## src/rtl/arduino_cmd_tx.sv

```systemverilog
// Command-byte serial transmitter toward the Arduino: a small push FIFO feeding a
// start/8 data/stop framer. Define ARDUINO_CMD_TX_PARITY_EN to append even parity.
module arduino_cmd_tx #(
  parameter int CLKS_PER_BIT = 5208,
  parameter int FIFO_DEPTH   = 4,
  parameter int STOP_BITS    = 1
) (
  input  logic       CLOCK_50,
  input  logic       reset,
  input  logic       cmd_valid,
  input  logic [7:0] cmd_data,
  output logic       cmd_ready,
  output logic       tx_out,
  output logic       busy,
  output logic [4:0] fifo_count,
  output logic       drop_pulse
);

  localparam int              PTR_W     = $clog2(FIFO_DEPTH);
  localparam logic [PTR_W-1:0] PTR_ONE  = PTR_W'(1);
  localparam logic [4:0]      DEPTH_C   = 5'(FIFO_DEPTH);
  localparam logic [16:0]     BIT_LAST  = 17'(CLKS_PER_BIT - 1);
  localparam logic [16:0]     STOP_LAST = 17'(STOP_BITS * CLKS_PER_BIT - 1);

`ifdef ARDUINO_CMD_TX_PARITY_EN
  typedef enum logic [2:0] {S_IDLE, S_START, S_DATA, S_PARITY, S_STOP} state_t;
`else
  typedef enum logic [2:0] {S_IDLE, S_START, S_DATA, S_STOP} state_t;
`endif

  // Handshake: a byte is taken on a rising edge when cmd_valid && cmd_ready;
  // cmd_valid while cmd_ready is low discards the byte and raises drop_pulse.
  logic [7:0]       mem [FIFO_DEPTH];
  logic [PTR_W-1:0] wr_ptr, rd_ptr;
  logic             push, pop;
  logic [7:0]       head;

  assign cmd_ready  = (fifo_count < DEPTH_C);
  assign push       = cmd_valid && cmd_ready;
  assign drop_pulse = cmd_valid && !cmd_ready;
  assign head       = mem[rd_ptr];

  always_ff @(posedge CLOCK_50) begin
    if (push) mem[wr_ptr] <= cmd_data;
  end

  always_ff @(posedge CLOCK_50 or posedge reset) begin
    if (reset) begin
      wr_ptr     <= '0;
      rd_ptr     <= '0;
      fifo_count <= '0;
    end else begin
      if (push) wr_ptr <= wr_ptr + PTR_ONE;
      if (pop)  rd_ptr <= rd_ptr + PTR_ONE;
      case ({push, pop})
        2'b10:   fifo_count <= fifo_count + 5'd1;
        2'b01:   fifo_count <= fifo_count - 5'd1;
        default: fifo_count <= fifo_count;
      endcase
    end
  end

  state_t      state_q, state_d;
  logic [16:0] timer_q, timer_d;
  logic [2:0]  idx_q, idx_d;
  logic [7:0]  shreg_q, shreg_d;
  logic        tx_q, tx_d;
  logic        bit_done;
`ifdef ARDUINO_CMD_TX_PARITY_EN
  logic        par_q, par_d;
`endif

  assign bit_done = (timer_q == '0);

  always_comb begin
    state_d = state_q;
    timer_d = timer_q;
    idx_d   = idx_q;
    shreg_d = shreg_q;
    tx_d    = tx_q;
    pop     = 1'b0;
`ifdef ARDUINO_CMD_TX_PARITY_EN
    par_d   = par_q;
`endif
    if ((state_q != S_IDLE) && !bit_done) timer_d = timer_q - 17'd1;

    case (state_q)
      S_IDLE: pop = (fifo_count != '0);
      S_START: begin
        if (bit_done) begin
          state_d = S_DATA;
          timer_d = BIT_LAST;
          idx_d   = 3'd0;
          tx_d    = shreg_q[0];
        end
      end
      S_DATA: begin
        if (bit_done) begin
          idx_d   = idx_q + 3'd1;
          timer_d = BIT_LAST;
          if (idx_q == 3'd7) begin
`ifdef ARDUINO_CMD_TX_PARITY_EN
            state_d = S_PARITY;
            tx_d    = par_q;
`else
            state_d = S_STOP;
            timer_d = STOP_LAST;
            tx_d    = 1'b1;
`endif
          end else begin
            shreg_d = {1'b0, shreg_q[7:1]};
            tx_d    = shreg_q[1];
          end
        end
      end
`ifdef ARDUINO_CMD_TX_PARITY_EN
      S_PARITY: begin
        if (bit_done) begin
          state_d = S_STOP;
          timer_d = STOP_LAST;
          tx_d    = 1'b1;
        end
      end
`endif
      S_STOP: begin
        if (bit_done) begin
          state_d = S_IDLE;
          pop     = (fifo_count != '0);
        end
      end
      default: state_d = S_IDLE;
    endcase

    // Loading the next byte from IDLE or straight out of STOP: no idle gap.
    if (pop) begin
      state_d = S_START;
      timer_d = BIT_LAST;
      tx_d    = 1'b0;
      shreg_d = head;
`ifdef ARDUINO_CMD_TX_PARITY_EN
      par_d   = ^head;
`endif
    end
  end

  always_ff @(posedge CLOCK_50 or posedge reset) begin
    if (reset) begin
      state_q <= S_IDLE;
      timer_q <= '0;
      idx_q   <= '0;
      shreg_q <= '0;
      tx_q    <= 1'b1;
`ifdef ARDUINO_CMD_TX_PARITY_EN
      par_q   <= 1'b0;
`endif
    end else begin
      state_q <= state_d;
      timer_q <= timer_d;
      idx_q   <= idx_d;
      shreg_q <= shreg_d;
      tx_q    <= tx_d;
`ifdef ARDUINO_CMD_TX_PARITY_EN
      par_q   <= par_d;
`endif
    end
  end

  assign tx_out = tx_q;
  assign busy   = (state_q != S_IDLE) || (fifo_count != '0);

endmodule

```

## config.mk

```make
export PLATFORM = sky130hd
export DESIGN_NAME = arduino_cmd_tx
export DESIGN_NICKNAME = d
export VERILOG_FILES = /design/src/rtl/arduino_cmd_tx.sv
export SDC_FILE = /design/constraint.sdc
export NUM_CORES = 1
export LEC_CHECK = 0
export ABC_AREA = 0
export CORE_MARGIN = 5
export CORE_UTILIZATION = 41
export DETAILED_ROUTE_END_ITERATION = 7
export GPL_TIMING_DRIVEN = 0
export PLACE_DENSITY = 0.6
export SYNTH_ARGS = -nofsm -noshare
export SYNTH_HDL_FRONTEND = slang
export SYNTH_SLANG_ARGS = --single-unit
```

## constraint.sdc

```tcl
create_clock -name CLOCK_50 -period 2.96 [get_ports CLOCK_50]
set_input_delay 0.592 -clock CLOCK_50 [delete_from_list [all_inputs] [get_ports CLOCK_50]]
set_output_delay 0.592 -clock CLOCK_50 [all_outputs]
set_load 0.02 [all_outputs]
```

==> results.toml <==
[worst_setup_path]
critPathArrivalTime_ns = 3.08
required_ns = 3.24
rr_startpoint = "timer_q[5]"
r2r_cells = 13
crit_path_frequent_cell = "buf_6"
crit_start = "timer_q[5]"
cp_cell_sequence = "nor4_4 -> nand4_1 -> a21boi_2 -> buf_6 -> ha_4 -> buf_6 -> xor2_1 -> ha_2 -> inv_1 -> o21ai_2 -> a21oi_2 -> o21bai_1 -> xnor2_1"
crit_path_max_incr_delay_ns = 0.46
path_max_fanout = 7
cp-start-kind = "flip-flop"
crit_type = "reg -> reg"
worstReg2RegEnd = "fifo_count[4]"
end_kind = "flip-flop"
cp_slowest_cell = "nor4_4"
regToRegSetupSlack_ns = 0.16

[placement]
globalplace.congestion = 0.803
portBuffers = 19
hpwlAfterDp_um = 4640
dpl_cell_area_um2 = 3860

[yosys]
ys_seq_elements = 72
synth_edf_count = 32
syn-instance-count = 291
ys.flop_type = "dfrtp_1"
synth_nets = 318
yosysSeqAreaShare = 0.560
syn_area_per_cell_um2 = 12.1
synth_top_area_cell = "dfrtp_1"
synth_top_area_frac = 0.278
yosysUniqueCellTypes = 49
yosys-top-cells-area = "dfrtp_1, edfxtp_1, ha_1"
syn_area_um2 = 3510
async_flop_share = 0.556
ys_warn_count = 0

[floorplan]
core_um2 = 8260
die-height_um = 103
rows = 33
start_util = 0.425
fp.dieW_um = 103
dieArea_um2 = 10500
pin_count = 20

[global_routing]
grt_busiest_layer = "met2"
grt_pass1_vias = 2306
antenna_found_initial = 0
use_met2 = 0.224
grt_pass1_wl_um = 11500
met1_usage = 0.189
grt_max_degree = 26
track_usage = 0.142
grt_use_met3 = 0.0399
grt_overflow = 0

[min_path]
hold_path.class = "reg -> reg"
holdCritStartpoint = "idx_q[1]"
hold_end = "idx_q[1]"
min_delay_path_depth = 2

[route]
via_per_inst = 5.34
drt_first_pass_iters = 4
finalWirelength_um = 6830
ant_nets = 0
routedWlPerCell_um = 15.5
drc = 0
vias = 2348
drt_iter0_drc = 61

[status]
status = "finished clean"

[cells_and_area]
mostFrequentLayoutCells = "dfrtp_1, edfxtp_1, nand2_1"
layout_commonest_cell = "dfrtp_1"
num_antenna_cells = 0
area_delta_synth_final_pct = 20.1
finalCoreUtilization = 0.510
fin_area_um2 = 4210
fill_cells = 752
nets = 357
drive_gt1_frac = 0.176

[sta]
tightest_slew_ns = 0.793
drv_slew = 0
fmax_mhz = 357
setup_viol = 0
period_share = 0.945
max_slew_margin = 0.471
skew_ns = 0.00933
fin_tns_setup_ns = 0
period_needed_ns = 2.80
whs_ns = 0.489
hold_violations = 0

[clocking]
cts-htree-levels = 3
hold_buffers = 0
cts.path.max_buffers = 2
clk_pin_slew_ns = 0.09
cts.sinks = 72
numCtsBuffers = 9
clock-root-buffer = "clkbuf_8"
cts_tree = "yes"
clkLatencyLatePin_ns = 0.36

[pwr]
p_int_uw = 2430
power_frac_seq = 0.351
p_clk_frac = 0.214
p_leak_uw = 0.00160
comb_power_share = 0.435
power.density_nw_per_um2 = 919
ir_drop_mv = 0.567
net-switching-power_uw = 1450
switching_share = 0.373

[flow_run]
drv_cap = 0
[cells in the mapped netlist (2+ instances only)]
master / number
a21oi_1: 7
and3_1: 4
buf_2: 2
clkbuf_1: 8
dfrtp_1: 39
edfxtp_1: 32
ha_1: 16
inv_1: 17
mux2_2: 2
mux4_2: 8
nand2_1: 26
nand2b_1: 8
nand3_1: 8
nand4b_1: 2
nor2_1: 21
nor2b_1: 3
nor3_1: 8
nor4_1: 8
nor4_4: 2
o211ai_1: 2
o21ai_0: 9
o21ai_1: 2
o221a_1: 5
o221ai_1: 2
o22ai_1: 2
or3_1: 4
xnor2_1: 13
xor2_1: 10
[cells by family (layout without fill, tap and decap cells)]
logic type,Yosys count,after routing,share of synthesized area
adders and majority gates,16,16,0.0571
muxes,11,11,0.0606
xor gates and xnor gates,23,23,0.0574
and+or+nand+nor,101,101,0.155
AOI/OAI and AO/OA,40,40,0.0795
buffers and inverters,28,72,0.0307
DFF,72,72,0.560
[final cells by class]
type | instances | area [um2] | area share
inverters | 17 | 63.8 | 0.0151
well taps | 105 | 131 | 0.0312
clock inverters | 7 | 86.3 | 0.0205
multi-input cells | 191 | 1510 | 0.358
repair buffers | 30 | 285 | 0.0677
flip-flops and latches | 72 | 1960 | 0.466
plain buffers | 9 | 51.3 | 0.0122
clock buffers | 9 | 124 | 0.0294
[registers in the layout, summed over array words and instances (netlist names)]
name and cells:
state_q 2, idx_q 3, timer_q 17, shreg_q 8, tx_out 1, mem 32, fifo_count 5, wr_ptr 2
rd_ptr 2
[metal layers]
layer | share of wire | up-vias | wire length, um
met5 | 0 | - | 0
met2 | 0.50 | 48 | 3420
met1 | 0.45 | 1160 | 3060
met4 | 0.011 | 0 | 72
li1 | - | 1134 | -
met3 | 0.040 | 6 | 272
[metrics by stage]
step	std cells	power [uW]	setup WS, ns
after floorplan	291	2490	0.00453
after global placement	415	2860	-0.541
after detailed placement	416	2900	-0.653
after CTS	436	3810	0.0111
after global routing	440	4180	-0.0462
final	440	3870	0.162
[critical path, delay by kind of cell (launching register included)]
| family | cells | cell delay (ns) |
|---|---|---|
| fa+ha+maj | 2 | 0.34 |
| simple gates | 2 | 0.74 |
| xor+xnor | 2 | 0.28 |
| buf+inv | 3 | 0.29 |
| compound gates | 4 | 0.63 |
| flops | 1 | 0.43 |
[power by group through the flow]
stage               registers, uW  logic (uW)  clock network (uW)
global placement             1360        1500                   0
floorplan                    1380        1100                   0
finish                       1360        1690                 828
global route                 1390        1900                 894
CTS                          1350        1620                 848
detailed placement           1360        1540                   0
[worst max-delay path by stage]
stage	endpoint	slack, ns	cells after the start
2_1_floorplan	fifo_count[4]	0.005	15
6_report	fifo_count[4]	0.16	13
4_1_cts	fifo_count[4]	0.01	15
5_1_grt	fifo_count[4]	-0.05	13
3_3_place_gp	fifo_count[4]	-0.54	15
3_5_place_dp	fifo_count[4]	-0.65	15
[repair_timing]
action,in CTS,in global routing
hold endpoints to repair,0,0
endpoints found under the setup margin,4,4
resized for setup,7,14
setup buffers,5,5
pin swaps,4,6
gates cloned,0,0
Power figures use the tool's default switching activity.
